==> config.mk <==
export PLATFORM = sky130hd
export DESIGN_NAME = rvj1_lsu_nb
export DESIGN_NICKNAME = d
export VERILOG_FILES = /design/src/rtl/rvj1_lsu_nb_pkg.sv /design/src/rtl/rvj1_lsu_nb_track_fifo.sv /design/src/rtl/rvj1_lsu_nb.sv
export SDC_FILE = /design/constraint.sdc
export NUM_CORES = 1
export LEC_CHECK = 0
export ABC_CLOCK_PERIOD_IN_PS = 3000
export CAP_MARGIN = 25
export CELL_PAD_IN_SITES_DETAIL_PLACEMENT = 2
export CELL_PAD_IN_SITES_GLOBAL_PLACEMENT = 2
export CORE_MARGIN = 8
export CORE_UTILIZATION = 34
export CTS_BUF_LIST = sky130_fd_sc_hd__clkbuf_4 sky130_fd_sc_hd__clkbuf_8 sky130_fd_sc_hd__clkbuf_16
export CTS_CLUSTER_DIAMETER = 200
export DETAILED_ROUTE_END_ITERATION = 8
export PLACE_DENSITY_LB_ADDON = 0.2
export RECOVER_POWER = 25
export REMOVE_ABC_BUFFERS = 1
export SLEW_MARGIN = 40
export SYNTH_ARGS = -nofsm -noshare
export SYNTH_HDL_FRONTEND = slang
export SYNTH_HIERARCHICAL = 1
export SYNTH_SLANG_ARGS = --single-unit
==> constraint.sdc <==
create_clock -name clk_i -period 3 [get_ports clk_i]
set_input_delay 0.6 -clock clk_i [delete_from_list [all_inputs] [get_ports clk_i]]
set_output_delay 0.6 -clock clk_i [all_outputs]
set_load 0.01 [all_outputs]
==> src/rtl/rvj1_lsu_nb_pkg.sv <==
// Shared LSU types: command encoding, bus geometry and the in-flight tracking record.
package rvj1_defines;

  localparam int XLEN   = 32;
  localparam int RALEN  = 5;
  localparam int NBYTES = XLEN / 8;

  // bit3 = write, bit2 = unsigned load, bit1 = word, bit0 = half
  typedef enum logic [3:0] {
    LSU_LB  = 4'b0000,
    LSU_LH  = 4'b0001,
    LSU_LW  = 4'b0010,
    LSU_LBU = 4'b0100,
    LSU_LHU = 4'b0101,
    LSU_SB  = 4'b1000,
    LSU_SH  = 4'b1001,
    LSU_SW  = 4'b1010
  } lsu_ctrl_e;

  typedef struct packed {
    logic [3:0]       cmd;
    logic [XLEN-1:0]  addr;
    logic [RALEN-1:0] regdest;
  } lsu_track_t;

endpackage

==> src/rtl/rvj1_lsu_nb_track_fifo.sv <==
// In-order tracking FIFO for issued bus requests awaiting their response.
module rvj1_lsu_track_fifo
  import rvj1_defines::*;
#(
  parameter  int DEPTH = 4,
  localparam int AW    = (DEPTH > 1) ? $clog2(DEPTH) : 1,
  localparam int CW    = $clog2(DEPTH + 1)
) (
  input  logic          clk_i,
  input  logic          rst_i,
  input  logic          push_i,
  input  lsu_track_t    din_i,
  input  logic          pop_i,
  output lsu_track_t    dout_o,
  output logic          full_o,
  output logic          empty_o,
  output logic [CW-1:0] count_o
);

  lsu_track_t        mem [DEPTH];
  logic [AW-1:0]     wr_ptr, rd_ptr;
  logic [CW-1:0]     cnt;

  function automatic logic [AW-1:0] ptr_inc(logic [AW-1:0] p);
    return (p == AW'(DEPTH - 1)) ? '0 : p + 1'b1;
  endfunction

  always_ff @(posedge clk_i) begin
    if (push_i) mem[wr_ptr] <= din_i;
  end

  always_ff @(posedge clk_i) begin
    if (rst_i) begin
      wr_ptr <= '0;
      rd_ptr <= '0;
      cnt    <= '0;
    end else begin
      if (push_i) wr_ptr <= ptr_inc(wr_ptr);
      if (pop_i)  rd_ptr <= ptr_inc(rd_ptr);
      case ({push_i, pop_i})
        2'b10:   cnt <= cnt + 1'b1;
        2'b01:   cnt <= cnt - 1'b1;
        default: cnt <= cnt;
      endcase
    end
  end

  assign dout_o  = mem[rd_ptr];
  assign full_o  = (cnt == CW'(DEPTH));
  assign empty_o = (cnt == '0);
  assign count_o = cnt;

endmodule

==> src/rtl/rvj1_lsu_nb.sv <==
// Non-blocking load-store unit: one issue slot, in-order response tracking,
// misalignment and bus-error reporting.
module rvj1_lsu_nb
  import rvj1_defines::*;
#(
  parameter int MAX_OUTST  = 4,
  parameter bit LOAD_BLOCK = 1'b1
) (
  input  logic              clk_i,
  input  logic              rst_i,
  input  logic              lsu_valid_i,
  output logic              lsu_ready_o,
  input  logic [3:0]        lsu_cmd_i,
  input  logic [XLEN-1:0]   lsu_addr_i,
  input  logic [XLEN-1:0]   lsu_data_i,
  input  logic [RALEN-1:0]  lsu_regdest_i,
  output logic [XLEN-1:0]   rf_data_o,
  output logic              rf_wb_o,
  output logic [RALEN-1:0]  rf_dest_o,
  output logic              ctrl_misaligned_load_o,
  output logic              ctrl_misaligned_store_o,
  output logic              ctrl_bus_error_o,
  output logic [XLEN-1:0]   ctrl_exception_addr_o,
  output logic [XLEN-1:0]   data_req_addr_o,
  output logic [XLEN-1:0]   data_req_data_o,
  output logic [NBYTES-1:0] data_req_strobe_o,
  output logic              data_req_write_o,
  output logic              data_req_valid_o,
  input  logic              data_req_ready_i,
  input  logic [XLEN-1:0]   data_rsp_data_i,
  input  logic              data_rsp_error_i,
  input  logic              data_rsp_valid_i,
  output logic              data_rsp_ready_o
);

  localparam int CW = $clog2(MAX_OUTST + 1);

  typedef enum logic {RUN, LWAIT} state_e;

  function automatic logic [NBYTES-1:0] lane_strb(logic [3:0] cmd, logic [1:0] a);
    if (cmd[1]) return '1;
    if (cmd[0]) return NBYTES'(4'b0011) << a;
    return NBYTES'(4'b0001) << a;
  endfunction

  function automatic logic [XLEN-1:0] load_ext(logic [XLEN-1:0] d, logic [3:0] cmd,
                                               logic [1:0] a);
    logic [XLEN-1:0] s;
    s = d >> {a, 3'b000};
    if (cmd[1]) return s;
    if (cmd[0]) return cmd[2] ? {16'b0, s[15:0]} : {{16{s[15]}}, s[15:0]};
    return cmd[2] ? {24'b0, s[7:0]} : {{24{s[7]}}, s[7:0]};
  endfunction

  state_e            state_q, state_d;
  logic              slot_vld;
  lsu_track_t        slot;
  logic [XLEN-1:0]   slot_data;
  logic [NBYTES-1:0] slot_strb;
  lsu_track_t        head;
  logic              trk_full, trk_empty;
  logic [CW-1:0]     trk_cnt;
  logic              misaligned, accept, acc_ok, req_fire, rsp_fire, rsp_load_ok;

  assign misaligned = lsu_cmd_i[1] ? (lsu_addr_i[1:0] != 2'b00) : (lsu_cmd_i[0] & lsu_addr_i[0]);
  assign req_fire   = slot_vld & data_req_ready_i;

  // The slot counts against the outstanding budget so the FIFO can never overflow.
  assign lsu_ready_o = !rst_i && (state_q == RUN) && (!slot_vld || req_fire) && !trk_full &&
                       ((int'(trk_cnt) + int'(slot_vld)) < MAX_OUTST);
  assign accept      = lsu_valid_i & lsu_ready_o;
  assign acc_ok      = accept & ~misaligned;

  assign data_rsp_ready_o = !rst_i && !trk_empty;
  assign rsp_fire         = data_rsp_valid_i & data_rsp_ready_o;
  assign rsp_load_ok      = rsp_fire & ~head.cmd[3] & ~data_rsp_error_i;

  always_ff @(posedge clk_i) begin
    if (rst_i) begin
      slot_vld  <= 1'b0;
      slot      <= '0;
      slot_data <= '0;
      slot_strb <= '0;
    end else if (acc_ok) begin
      slot_vld  <= 1'b1;
      slot      <= '{cmd: lsu_cmd_i, addr: lsu_addr_i, regdest: lsu_regdest_i};
      slot_data <= lsu_data_i << {lsu_addr_i[1:0], 3'b000};
      slot_strb <= lane_strb(lsu_cmd_i, lsu_addr_i[1:0]);
    end else if (req_fire) begin
      slot_vld <= 1'b0;
    end
  end

  assign data_req_valid_o  = slot_vld;
  assign data_req_addr_o   = {slot.addr[XLEN-1:2], 2'b00};
  assign data_req_data_o   = slot_data;
  assign data_req_strobe_o = slot_strb;
  assign data_req_write_o  = slot.cmd[3];

  rvj1_lsu_track_fifo #(.DEPTH(MAX_OUTST)) u_track (
    .clk_i   (clk_i),
    .rst_i   (rst_i),
    .push_i  (req_fire),
    .din_i   (slot),
    .pop_i   (rsp_fire),
    .dout_o  (head),
    .full_o  (trk_full),
    .empty_o (trk_empty),
    .count_o (trk_cnt)
  );

  always_ff @(posedge clk_i) begin
    if (rst_i) state_q <= RUN;
    else       state_q <= state_d;
  end

  // While blocked, the only load that can be tracked is the one that blocked us.
  always_comb begin
    state_d = state_q;
    case (state_q)
      RUN:     if (LOAD_BLOCK && acc_ok && !lsu_cmd_i[3]) state_d = LWAIT;
      LWAIT:   if (rsp_fire && !head.cmd[3])              state_d = RUN;
      default: state_d = RUN;
    endcase
  end

  always_ff @(posedge clk_i) begin
    if (rst_i) begin
      rf_wb_o                 <= 1'b0;
      rf_data_o               <= '0;
      rf_dest_o               <= '0;
      ctrl_misaligned_load_o  <= 1'b0;
      ctrl_misaligned_store_o <= 1'b0;
      ctrl_bus_error_o        <= 1'b0;
      ctrl_exception_addr_o   <= '0;
    end else begin
      rf_wb_o <= rsp_load_ok;
      if (rsp_load_ok) begin
        rf_data_o <= load_ext(data_rsp_data_i, head.cmd, head.addr[1:0]);
        rf_dest_o <= head.regdest;
      end
      ctrl_misaligned_load_o  <= accept & misaligned & ~lsu_cmd_i[3];
      ctrl_misaligned_store_o <= accept & misaligned &  lsu_cmd_i[3];
      ctrl_bus_error_o        <= rsp_fire & data_rsp_error_i;
      if (rsp_fire && data_rsp_error_i) ctrl_exception_addr_o <= head.addr;
      else if (accept && misaligned)    ctrl_exception_addr_o <= lsu_addr_i;
    end
  end

endmodule
==> reports/results.tsv, run 1 <==
stage	metric	value	unit
outcome	status	finished, final reports clean	
clock_network	cts-root-buf	clkbuf_16	
detailed_routing	drt_first_pass_iters	5	
logic_synthesis	syn_area	13600	um^2
final_layout	area_growth	31.4	%
final_layout	drive_above_1_share	0.142	
logic_synthesis	synth_compound_area_frac	0.139	
logic_synthesis	yosys-mux-area-fraction	0.109	
final_layout	layout.nets	1454	
logic_synthesis	netlist_instances	1138	
placed_design	gp_congestion	0.756	
power_and_ir_drop	clockPowerShare	0.460	
floorplanning	dieArea	46800	um^2
clock_network	clkTransAtPathRegs	0.05	ns
run	drv_cap	0	
detailed_routing	post-route-drc-count	0	
power_and_ir_drop	p_per_area	581	nW/um^2
clock_network	cts_tree	built	
power_and_ir_drop	peakVddDrop	0.000366	V
logic_synthesis	yosys_warnings	6	
floorplanning	core	39600	um^2
clock_network	cts-htree-levels	2	
logic_synthesis	synth_edf_count	164	
clock_network	cts_buffers	37	
floorplanning	dieHeight	216	um
power_and_ir_drop	power.internal	8.08	mW
logic_synthesis	synth_top_flop_cell	edfxtp_1	
clock_network	postCtsResizedCells	0	
worst_setup_path	crit_type	register to output pin	
logic_synthesis	synth.distinct_cells	57	
final_layout	fillers	3999	
power_and_ir_drop	leakagePower	5.91	nW
logic_synthesis	synth_area_leaders	edfxtp_1 36%, dfxtp_1 24%, mux4_2 6.9%	
clock_network	post_cts_buffers	0	
detailed_routing	ant_nets	0	
worst_setup_path	crit_required	2.40	ns
floorplanning	die_width	216	um
final_layout	layoutNonFillerInstCount	1892	
detailed_routing	first_iter_violations	396	
detailed_routing	vias	10100	
global_routing	antenna_found_initial	3	
sta	rsz0062_at_grt	false	
logic_synthesis	async_reset_ff_frac	0	
worst_setup_path	end_kind	output pin	
placed_design	portBuffers	253	
sta	slew_violations	0	
logic_synthesis	yosysSeqAreaShare	0.597	
detailed_routing	wl_per_cell	23.7	um
clock_network	clkLatencyLatePin	0.52	ns
power_and_ir_drop	power_frac_comb	0.082	
sta	setup_viol	0	
logic_synthesis	synth_fa_ha_area_frac	0.00697	
global_routing	overflow	0	
sta	worst_slew_pin_slew	0.669	ns
sta	skew	0.0126	ns
logic_synthesis	yosys.area_share.simple	0.0870	
sta	fin_crit	2.83	ns
power_and_ir_drop	swShare	0.224	
final_layout	final_cell_mix	252 x clkdlybuf4s50_1, 164 x edfxtp_1, 159 x dfxtp_1	
logic_synthesis	yosys.area.top_type	edfxtp_1	
global_routing	grt_max_degree	120	
worst_setup_path	cp_slowest_cell	clkdlybuf4s50_1	
logic_synthesis	synth_seq_cells	325	
logic_synthesis	synthXorXnorAreaFrac	0.00128	
placed_design	dp_cells	1822	
worst_setup_path	startpoint_type	register	
logic_synthesis	synth_top_family_by_area	compound AO/OA/AOI/OAI gates	
worst_setup_path	critPathMaxStageDelay	0.53	ns
sta	hold_violations	0	
logic_synthesis	synth_area_per_cell	12.0	um^2
power_and_ir_drop	p_switching	2.33	mW
detailed_routing	routed_wl	44800	um
placed_design	dpl-instance-area	16600	um^2
floorplanning	std_cell_rows	73	
sta	maxSlewHeadroom	0.553	
global_routing	grt_pass1_vias	11500	
final_layout	post-route-util	0.452	
sta	fmax	0.353	GHz
global_routing	grt_pass1_wl	69700	um
worst_hold_path	min-delay-path-class	input pin to register	
clock_network	clock_path_buffers	3	
floorplanning	initial_core_util	0.344	
worst_setup_path	worstPathArrival	2.23	ns
detailed_routing	vias_per_cell	5.33	
logic_synthesis	synth.top_cell.area_share	0.361	
final_layout	layout_commonest_cell	clkdlybuf4s50_1	
final_layout	stdcell_area	17900	um^2
floorplanning	num_io_pins	256	
power_and_ir_drop	seq_power_share	0.459	
clock_network	cts_sinks	325	
sta	fin_crit_sh	0.945	
worst_setup_path	crit_chain	inv_1 > and3_1 > nor4_4 > o21a_1 > clkdlybuf4s50_1	
worst_setup_path	worstPathMaxFanout	4	
global_routing	grtUsageTotal	0.188	
placed_design	hpwlAfterDp	29500	um
clock_network	ctsHoldBuffers	0	
## synth_stat cells, types with 7 or more instances
cell,instances
buf_2,22
mux2_2,23
a211oi_1,22
a311oi_1,31
mux2i_1,26
inv_1,11
a21oi_1,114
nand3_1,72
nor2_1,70
o2111ai_1,8
buf_1,8
o211ai_1,7
buf_4,34
clkbuf_1,63
edfxtp_1,164
nand2_1,56
mux4_2,42
or4_1,8
nand4_1,8
dfxtp_1,161
o21ai_0,106
## registers in the layout, summed over array words and instances, names as in the netlist, 2 cells and up, named ones only
signal / cells
slot: 10
rf_data_o: 32
ctrl_exception_addr_o: 32
u_track/mem: 164
rf_dest_o: 5
u_track/wr_ptr: 2
u_track/rd_ptr: 2
u_track/count_o: 3
data_req_addr_o: 30
data_req_strobe_o: 4
data_req_data_o: 32
## power groups by stage
stage / Clock, mW / Sequential [mW] / Combinational [mW]
final: 4.79 / 4.77 / 0.850
after global routing: 5.09 / 4.78 / 0.915
after floorplan: 0 / 4.88 / 0.268
after detailed placement: 0 / 4.87 / 0.858
after global placement: 0 / 4.86 / 0.846
after CTS: 4.92 / 4.78 / 0.865
## stage by stage
| stage | hold slack, ns | power (mW) | setup WS, ns | setup TNS, ns |
|---|---|---|---|---|
| after floorplan | 0.454 | 5.15 | -1.14 | -39.98 |
| after global placement | 0.449 | 5.71 | 0.0772 | 0 |
| after detailed placement | 0.458 | 5.73 | -0.0251 | -0.0775 |
| after CTS | 0.380 | 10.6 | 0.0337 | 0 |
| after global routing | 0.390 | 10.8 | 0.0383 | 0 |
| final | 0.407 | 10.4 | 0.165 | 0 |
## worst max-delay path: cells and delay by family, from the launching register on
| family | cells | cell delay, ns |
|---|---|---|
| simple gates | 2 | 0.51 |
| compound gates | 1 | 0.19 |
| buf+inv | 2 | 0.63 |
| flops | 1 | 0.39 |
## kinds of logic (layout without fill, tap and decap cells)
kind of cell               Yosys count  after routing
DFF                                325            325
buffers and inverters              147            373
and+or+nand+nor                    250            250
other                                1              4
xor gates and xnor gates             2              2
AOI/OAI and AO/OA                  314            314
muxes                               92             92
adders and majority gates            7              7
## final cells by class
cell class / count / area, um^2 / area share
sequential: 325 / 8150 / 0.455
multi-input combinational: 667 / 4740 / 0.265
timing repair buffer: 293 / 3020 / 0.168
clock buffer: 54 / 1130 / 0.0628
tap: 525 / 657 / 0.0366
clock inverter: 14 / 180 / 0.0100
inverter: 12 / 46.3 / 0.00258
antenna: 2 / 5.00 / 0.000279
## per-layer routing
layer  up-vias  wire length (um)  GRT usage
li1       4637                 -          -
met1      5161             19600      0.235
met2       234             22300      0.325
met3        58              1950     0.0364
met4         2               943     0.0546
met5         -                13          0
## worst paths after layout
check	from	end	slack, ns	cells past startpoint
worst min register to register	rf_dest_o[3]	rf_dest_o[3]	0.46	2
worst max register to register	register	rf_data_o[10]	0.19	6
worst max-delay path	u_track/count_o[0]	lsu_ready_o	0.17	5
worst min-delay path	rst_i	u_track/wr_ptr[1]	0.41	2
No activity file was read; power rests on OpenSTA's default activity.
==> run 2, diff against run 1 <==
GPL_ROUTABILITY_DRIVEN = 0   (was not set)
REMOVE_ABC_BUFFERS = not set   (was 1)
==> run 2 against run 1 <==
Net effect: cell count increased by 0.53%; total power decreased by 3.4%; die area unchanged; via count increased by 1.2%; combinational power increased by 0.5%; clock power decreased by 7.5%; first-iteration DRC count increased by 27%; sequential power about the same.
==> reports/results.tsv, run 2 (synthesis gave the netlist of run 1 again) <==
stage	metric	value	unit	change
outcome	status	finished, final reports clean		
worst_hold_path	whs_endpoint	rf_dest_o[3]		
placed_design	pre_cts_ws	0.243	ns	+0.268 ns
worst_setup_path	crit_required	2.40	ns	about the same
sta	fin_crit	2.86	ns	+0.0228 ns
final_layout	area_growth	31.1	%	
sta	slew_violations	0		unchanged
global_routing	grt_pass1_vias	11200		-2.3%
final_layout	largest_register	u_track/mem		
sta	worst_slack	0.142	ns	-0.0228 ns
detailed_routing	routed_wl	46500	um	+3.9%
clock_network	ctsHoldBuffers	0		unchanged
worst_setup_path	crit_chain	inv_1 > and3_1 > nor4_4 > o21a_1 > clkdlybuf4s50_1		
placed_design	portBuffers	253		unchanged
floorplanning	core	39600	um^2	unchanged
worst_setup_path	end_kind	output pin		
clock_network	cts_sinks	325		unchanged
global_routing	antenna_found_initial	9		+6
sta	maxSlewHeadroom	0.457		-0.0959
final_layout	final_cell_mix	252 x clkdlybuf4s50_1, 164 x edfxtp_1, 159 x dfxtp_1		
worst_setup_path	rr_endpoint	rf_data_o[23]		
placed_design	hpwlAfterDp	31500	um	+6.8%
floorplanning	num_io_pins	256		unchanged
worst_hold_path	min_from	rst_i		
sta	fmax	0.350	GHz	-0.80%
power_and_ir_drop	peakVddDrop	0.000308	V	-16%
floorplanning	dieHeight	216	um	unchanged
sta	fin_crit_sh	0.953		+0.00761
clock_network	clkLatencyLatePin	0.53	ns	about the same
final_layout	layoutNonFillerInstCount	1902		+0.53%
detailed_routing	drt_first_pass_iters	4		-1
worst_setup_path	worstPathMaxFanout	4		unchanged
final_layout	layout.nets	1461		+0.48%
run	drv_cap	0		unchanged
detailed_routing	first_iter_violations	502		+27%
worst_setup_path	cp_top_family	buffers and inverters		
detailed_routing	post-route-drc-count	0		unchanged
worst_setup_path	cp_slowest_cell	clkdlybuf4s50_1		
detailed_routing	vias	10200		+1.2%
sta	worst_slew_pin_slew	0.814	ns	+0.145 ns
floorplanning	initial_core_util	0.344		unchanged
clock_network	cts_buffers	36		-2.7%
worst_setup_path	r2r_slack	0.32	ns	+0.13 ns
worst_setup_path	r2r_cells	6		unchanged
sta	setup_viol	0		unchanged
sta	skew	0.0187	ns	+0.00609 ns
floorplanning	die_width	216	um	unchanged
final_layout	largest_reg_flops	164		unchanged
worst_hold_path	min-delay-path-class	input pin to register		
detailed_routing	wl_per_cell	24.4	um	+3.3%
clock_network	cts_tree	built		
sta	finalSetupTns	0	ns	unchanged
power_and_ir_drop	leakagePower	5.90	nW	-0.23%
clock_network	cts-htree-levels	2		unchanged
worst_setup_path	cp-startpoint	u_track/count_o[0]		
global_routing	overflow	0		unchanged
global_routing	grt_pass1_wl	71300	um	+2.3%
floorplanning	dieArea	46800	um^2	unchanged
final_layout	drive_above_1_share	0.144		+0.00230
final_layout	layout_commonest_cell	clkdlybuf4s50_1		
placed_design	dp_cells	1828		+0.33%
clock_network	postCtsResizedCells	0		unchanged
clock_network	clkTransAtPathRegs	0.06	ns	about the same
worst_setup_path	startpoint_type	register		
sta	holdWs	0.319	ns	-0.0875 ns
clock_network	post_cts_buffers	0		unchanged
worst_setup_path	critPathMaxStageDelay	0.53	ns	about the same
worst_setup_path	cp_num_buf_inv	2		unchanged
clock_network	cts-root-buf	clkbuf_16		
detailed_routing	ant_nets	0		unchanged
worst_hold_path	holdPathStages	2		unchanged
sta	hold_violations	0		unchanged
floorplanning	std_cell_rows	73		unchanged
worst_setup_path	worstPathArrival	2.26	ns	+0.03 ns
sta	rsz0062_at_grt	false		
global_routing	grt_max_degree	150		+25%
power_and_ir_drop	p_per_area	562	nW/um^2	-3.1%
worst_setup_path	crit_type	register to output pin		
placed_design	dpl-instance-area	16700	um^2	+0.26%
global_routing	grtUsageTotal	0.194		+0.00598
clock_network	clock_path_buffers	3		unchanged
detailed_routing	vias_per_cell	5.37		+0.71%
final_layout	stdcell_area	17900	um^2	-0.26%
==> run 2: how the worst max path moves through the flow <==
stage / slack, ns / to / depth (start not counted)
2_1_floorplan: 0.51 / rf_data_o[23] / 9
3_3_place_gp: 0.31 / rf_data_o[30] / 5
3_5_place_dp: 0.24 / u_track/count_o[2] / 9
4_1_cts: 0.07 / lsu_ready_o / 5
5_1_grt: 0.01 / lsu_ready_o / 5
6_report: 0.14 / lsu_ready_o / 5
==> run 2: layer usage <==
metal	vias to the layer above	wire, um	track usage
li1	4667	-	-
met1	5291	20000	0.244
met2	186	23600	0.332
met3	69	1970	0.0387
met4	4	926	0.0577
met5	-	23	0
==> run 2: report_power, final <==
group / total [mW] / internal [mW] / switching (mW) / leakage [nW]
logic: 0.854 / 0.398 / 0.456 / 2.45
registers: 4.78 / 4.72 / 0.0608 / 2.84
clock network: 4.43 / 2.62 / 1.80 / 0.606
total: 10.1 / 7.74 / 2.32 / 5.90
==> run 2: cell type report <==
class | instances | area [um^2]
diodes | 6 | 15.0
clock buffers | 53 | 1050
clock inverters | 13 | 143
fillers | 3950 | 21800
inverters | 12 | 46.3
multi-input cells | 667 | 4730
flip-flops and latches | 325 | 8150
well taps | 525 | 657
repair buffers | 301 | 3090
==> run 2: through the flow <==
step | util | total power [mW]
2_1_floorplan | - | 5.25
3_3_place_gp | 0.420 | 5.71
3_5_place_dp | 0.420 | 5.73
4_1_cts | 0.450 | 10.2
5_1_grt | 0.451 | 10.4
6_report | 0.451 | 10.1
==> RTL edit 1 (config.mk and constraints of run 1) <==
`LOAD_BLOCK`: 1'b1 -> 1'b0.
--- a/src/rtl/rvj1_lsu_nb.sv
+++ b/src/rtl/rvj1_lsu_nb.sv
@@ -4,7 +4,7 @@
   import rvj1_defines::*;
 #(
   parameter int MAX_OUTST  = 4,
-  parameter bit LOAD_BLOCK = 1'b1
+  parameter bit LOAD_BLOCK = 1'b0
 ) (
   input  logic              clk_i,
   input  logic              rst_i,
Check against the original RTL: not equivalent (a bounded check fails within 4 cycles, from zero or initial values and one cycle with rst_i high).
==> RTL edit 1 against run 1 <==
Area after synthesis up 0.43%. Setup slack better by 0.048 ns. Via count up 0.21%. Routed wire length down 2.4%. Sequential cell count unchanged. Clock power down 5.8%. Total power down 3.1%. Largest power group is now sequential cells. Final area down 0.36%. Final cell count up 0.16%.
==> RTL edit 1: results (changes against run 1) <==
CTS
  – CTS buffer count: 38 (+2.7%)
  – # resized after CTS: 3 (+3)

Placement
  – Routability cong.: 0.7425 (-1.8%)
  – Post-Place Setup Slack: 0.1294 ns (+0.1544 ns)
  – Cell Area, Placed: 16640 um^2 (about the same)
  – Dpl hpwl: 28710 um (-2.7%)

Drt
  – DRT Pass-1 Iters: 4 (-1)
  – WL/cell: 23.06 um (-2.5%)
  – DRT iter0 DRCs: 449 (+13%)

Critical path
  – Worst R2R Path Depth: 7 (+1)
  – Critical-path maximum fanout: 5 (+1)
  – Reg2reg end: rf_data_o[17]$_SDFFE_PP0P_
  – Arr. time, crit path: 2.19 ns (-0.04 ns)
  – Worst R2R Setup Slack: 0.38 ns (+0.19 ns)

Logic synthesis
  – Mean Syn Cell Area: 12.03 um^2 (+0.34%)
  – Sequential area share after synthesis: 0.5945 (-0.002562)
  – Area contributors post-synth: edfxtp_1 36%, dfxtp_1 24%, mux4_2 6.9%

Layout
  – Layout net count: 1457 (+0.21%)
  – Post-Layout Cell Count: 1895 (+0.16%)

Global routing
  – Total track usage: 0.1820 (-0.005631)
  – Initial antenna violation count: 1 (-2)
  – Vias in the first global route: 11310 (-1.3%)

STA
  – Fmax: 358.8 MHz (+1.7%)
  – Slew HR: 0.4882 (-0.06491)
  – Hold slack: 0.3565 ns (-0.05016 ns)
  – Setup Skew: 0.01271 ns (+0.0001309 ns)

Pwr
  – Leakage power: 5.868 nW (-0.72%)
  – Peak supply drop: 408.2 uV (+12%)

Hold path
  – Worst hold path endpoint: slot[38]$_SDFFE_PP0P_

Run status
  – Run status: complete, no violations
==> RTL edit 1: changes by cell type in the layout (fill, tap and decap cells not counted), moves of 6 or more <==
cell             run 1  this run
a211oi_2             3        11
a211oi_1            22         9
or4_1                8        14
a21oi_1            114       106
==> RTL edit 1: kinds of logic (layout without fill, tap and decap cells) <==
group | count (synthesis) | after routing | synth area share
mux | 92 | 92 | 0.1088
simple gates | 252 | 252 | 0.08801
flops | 325 | 325 | 0.5945
compound gates | 313 | 313 | 0.1414
buf+inv | 147 | 376 | 0.05871
xor+xnor | 2 | 2 | 0.001278
fa+ha+maj | 7 | 7 | 0.006939
other cells | 1 | 3 | 0.0002736
==> RTL edit 1: layout make-up <==
type | count | area, um^2
inverter | 12 | 45.04
clock buffer | 53 | 1094
clock inverter | 17 | 132.6
antenna | 1 | 2.502
sequential | 325 | 8155
timing repair buffer | 294 | 2989
fill | 3968 | 21860
tap | 525 | 656.9
multi-input combinational | 668 | 4795
==> RTL edit 1: worst max-delay path: stages, from the launching register on <==
cell and delay, ns:
dfxtp_2 0.38, inv_1 0.08, and3_1 0.20, or4_1 0.52, a21oi_1 0.19, dlygate4sd2_1 0.29
==> RTL edit 1: layer usage <==
metal | vias up | part of all wire | GRT usage
li1 | 4664 | - | -
met1 | 5207 | 0.44 | 0.2335
met2 | 195 | 0.51 | 0.3181
met3 | 47 | 0.038 | 0.03010
met4 | 0 | 0.017 | 0.04328
met5 | - | 0 | 0
==> RTL edit 1: power breakdown <==
part | internal (mW) | switching [mW] | leakage [nW]
combinational | 0.379 | 0.427 | 2.41
sequential | 4.72 | 0.0579 | 2.84
clock | 2.65 | 1.86 | 0.616
==> RTL edit 2 (settings of run 1) <==
Without the edit above. Register the output `ctrl_bus_error_o` once more, cleared by the reset; this adds one clock of latency there. The other outputs are not delayed to match.
--- a/src/rtl/rvj1_lsu_nb.sv
+++ b/src/rtl/rvj1_lsu_nb.sv
@@ -36,6 +36,8 @@
   localparam int CW = $clog2(MAX_OUTST + 1);
 
   typedef enum logic {RUN, LWAIT} state_e;
+
+  logic ctrl_bus_error_s0;
 
   function automatic logic [NBYTES-1:0] lane_strb(logic [3:0] cmd, logic [1:0] a);
     if (cmd[1]) return '1;
@@ -131,7 +133,7 @@
       rf_dest_o               <= '0;
       ctrl_misaligned_load_o  <= 1'b0;
       ctrl_misaligned_store_o <= 1'b0;
-      ctrl_bus_error_o        <= 1'b0;
+      ctrl_bus_error_s0       <= 1'b0;
       ctrl_exception_addr_o   <= '0;
     end else begin
       rf_wb_o <= rsp_load_ok;
@@ -141,10 +143,18 @@
       end
       ctrl_misaligned_load_o  <= accept & misaligned & ~lsu_cmd_i[3];
       ctrl_misaligned_store_o <= accept & misaligned &  lsu_cmd_i[3];
-      ctrl_bus_error_o        <= rsp_fire & data_rsp_error_i;
+      ctrl_bus_error_s0       <= rsp_fire & data_rsp_error_i;
       if (rsp_fire && data_rsp_error_i) ctrl_exception_addr_o <= head.addr;
       else if (accept && misaligned)    ctrl_exception_addr_o <= lsu_addr_i;
     end
   end
 
+  always_ff @(posedge clk_i) begin
+    if (rst_i) begin
+      ctrl_bus_error_o <= '0;
+    end else begin
+      ctrl_bus_error_o <= ctrl_bus_error_s0;
+    end
+  end
+
 endmodule
Behaviour: not the same (Yosys sat finds a counterexample within 4 cycles, from zero or initial values and one cycle with rst_i high).
==> RTL edit 2 against run 1 <==
Sequential cell count grew 1. Critical path type unchanged. Worst hold slack gained 0.017 ns. First-iteration DRC count shrank 5.8%. Final area shrank 0.73%. Final cell count is essentially flat. Largest power group is now sequential cells. Routed wire length shrank 0.46%. Highest routed layer unchanged. Maximum frequency grew 0.34%. Area after synthesis grew 0.16%. Non-clock buffer count shrank 5. Count of clock-buffer cells in the layout shrank 6. Total power shrank 3.3%. Register-to-register slack gained 0.18 ns. Setup slack gained 0.0095 ns.
==> RTL edit 2: results (changes against run 1) <==
Run status
  – Run status: complete, no violations

Layout
  – Bufs w/o clock: 288 (-1.7%)
  – Filler cell count: 4021 (+0.55%)
  – Layout cells sized above 1: 0.1351 (-0.007029)
  – Layout net count: 1451 (-0.21%)
  – Multi-input gates: 668 (+0.15%)
  – Non-clk buf share: 0.1669 (-0.001569)
  – Post-layout util: 0.4481 (-0.004347)
  – Sequential cell area share: 0.4591 (+0.004478)

Global routing
  – Total track usage: 0.1852 (-0.002430)
  – Largest net degree at the start of global routing: 125 (+4.2%)
  – First-pass GRT wire length: 69150 um (-0.75%)

Drt
  – WL/cell: 23.56 um (-0.41%)
  – Met3 WL: 1748 um (-10%)
  – DR vias: 10080 (-0.079%)
  – DRT iter0 DRCs: 373 (-5.8%)
  – Met1 wire length: 19200 um (-1.9%)
  – DRT Pass-1 Iters: 4 (-1)

STA
  – Setup Skew: 0.009101 ns (-0.003480 ns)

Placement
  – Cell Area, Placed: 16600 um^2 (-0.14%)
  – Dpl hpwl: 29060 um (-1.5%)
  – Placed Cells: 1819 (-0.16%)
  – Routability cong.: 0.7649 (+1.2%)

Pwr
  – Leakage power: 5.830 nW (-1.4%)

CTS
  – Sink Count: 326 (+0.31%)

Critical path
  – Worst R2R Path Depth: 7 (+1)
  – Worst R2R Setup Slack: 0.37 ns (+0.18 ns)
  – Reg2reg end: rf_data_o[0]$_SDFFE_PP0P_

Logic synthesis
  – Sequential area share after synthesis: 0.5976 (about the same)
  – Mapped Area: 13670 um^2 (+0.16%)
RTL edit 2: cell types whose count changed after synthesis:
cell / run 1 / this run
nor2b_1: 6 / 7
buf_2: 22 / 15
buf_4: 34 / 35
clkbuf_1: 63 / 70
buf_1: 8 / 7
dfxtp_1: 161 / 162
RTL edit 2: power by group:
group | internal [mW] | switching [mW]
clock | 2.59 | 1.86
combinational | 0.392 | 0.448
sequential | 4.73 | 0.0575
total | 7.71 | 2.36
RTL edit 2: metrics by stage:
step / setup WS, ns / setup TNS [ns]
after global placement: 0.1946 / 0
after floorplan: -1.137 / -39.98
final: 0.1747 / 0
after detailed placement: 0.1216 / 0
after CTS: 0.02950 / 0
after global routing: 0.04266 / 0
RTL edit 2: logic make-up after synthesis:
kind of cell / synth area share
compound gates: 0.1390
xor+xnor: 0.001282
flops: 0.5976
other cells: 0.0002744
simple gates: 0.08734
mux: 0.1091
fa+ha+maj: 0.006958
buf+inv: 0.05841
RTL edit 2: how the worst min path moves through the flow:
stage                                       startpoint                           to  slack, ns
final                                            rst_i         slot[5]$_SDFFE_PP0P_       0.42
after global routing                             rst_i    rf_data_o[6]$_SDFFE_PP0P_       0.43
after CTS                                        rst_i         slot[5]$_SDFFE_PP0P_       0.40
after detailed placement  ctrl_bus_error_s0$_SDFF_PP0_  ctrl_bus_error_o$_SDFF_PP0_       0.44
after global placement    ctrl_bus_error_s0$_SDFF_PP0_  ctrl_bus_error_o$_SDFF_PP0_       0.42
after floorplan           ctrl_bus_error_s0$_SDFF_PP0_  ctrl_bus_error_o$_SDFF_PP0_       0.41
RTL edit 2: metal layers:
metal | global-route usage | up-vias
li1 | - | 4639
met1 | 0.2311 | 5152
met2 | 0.3247 | 214
met3 | 0.03092 | 77
met4 | 0.05591 | 2
met5 | 0 | -
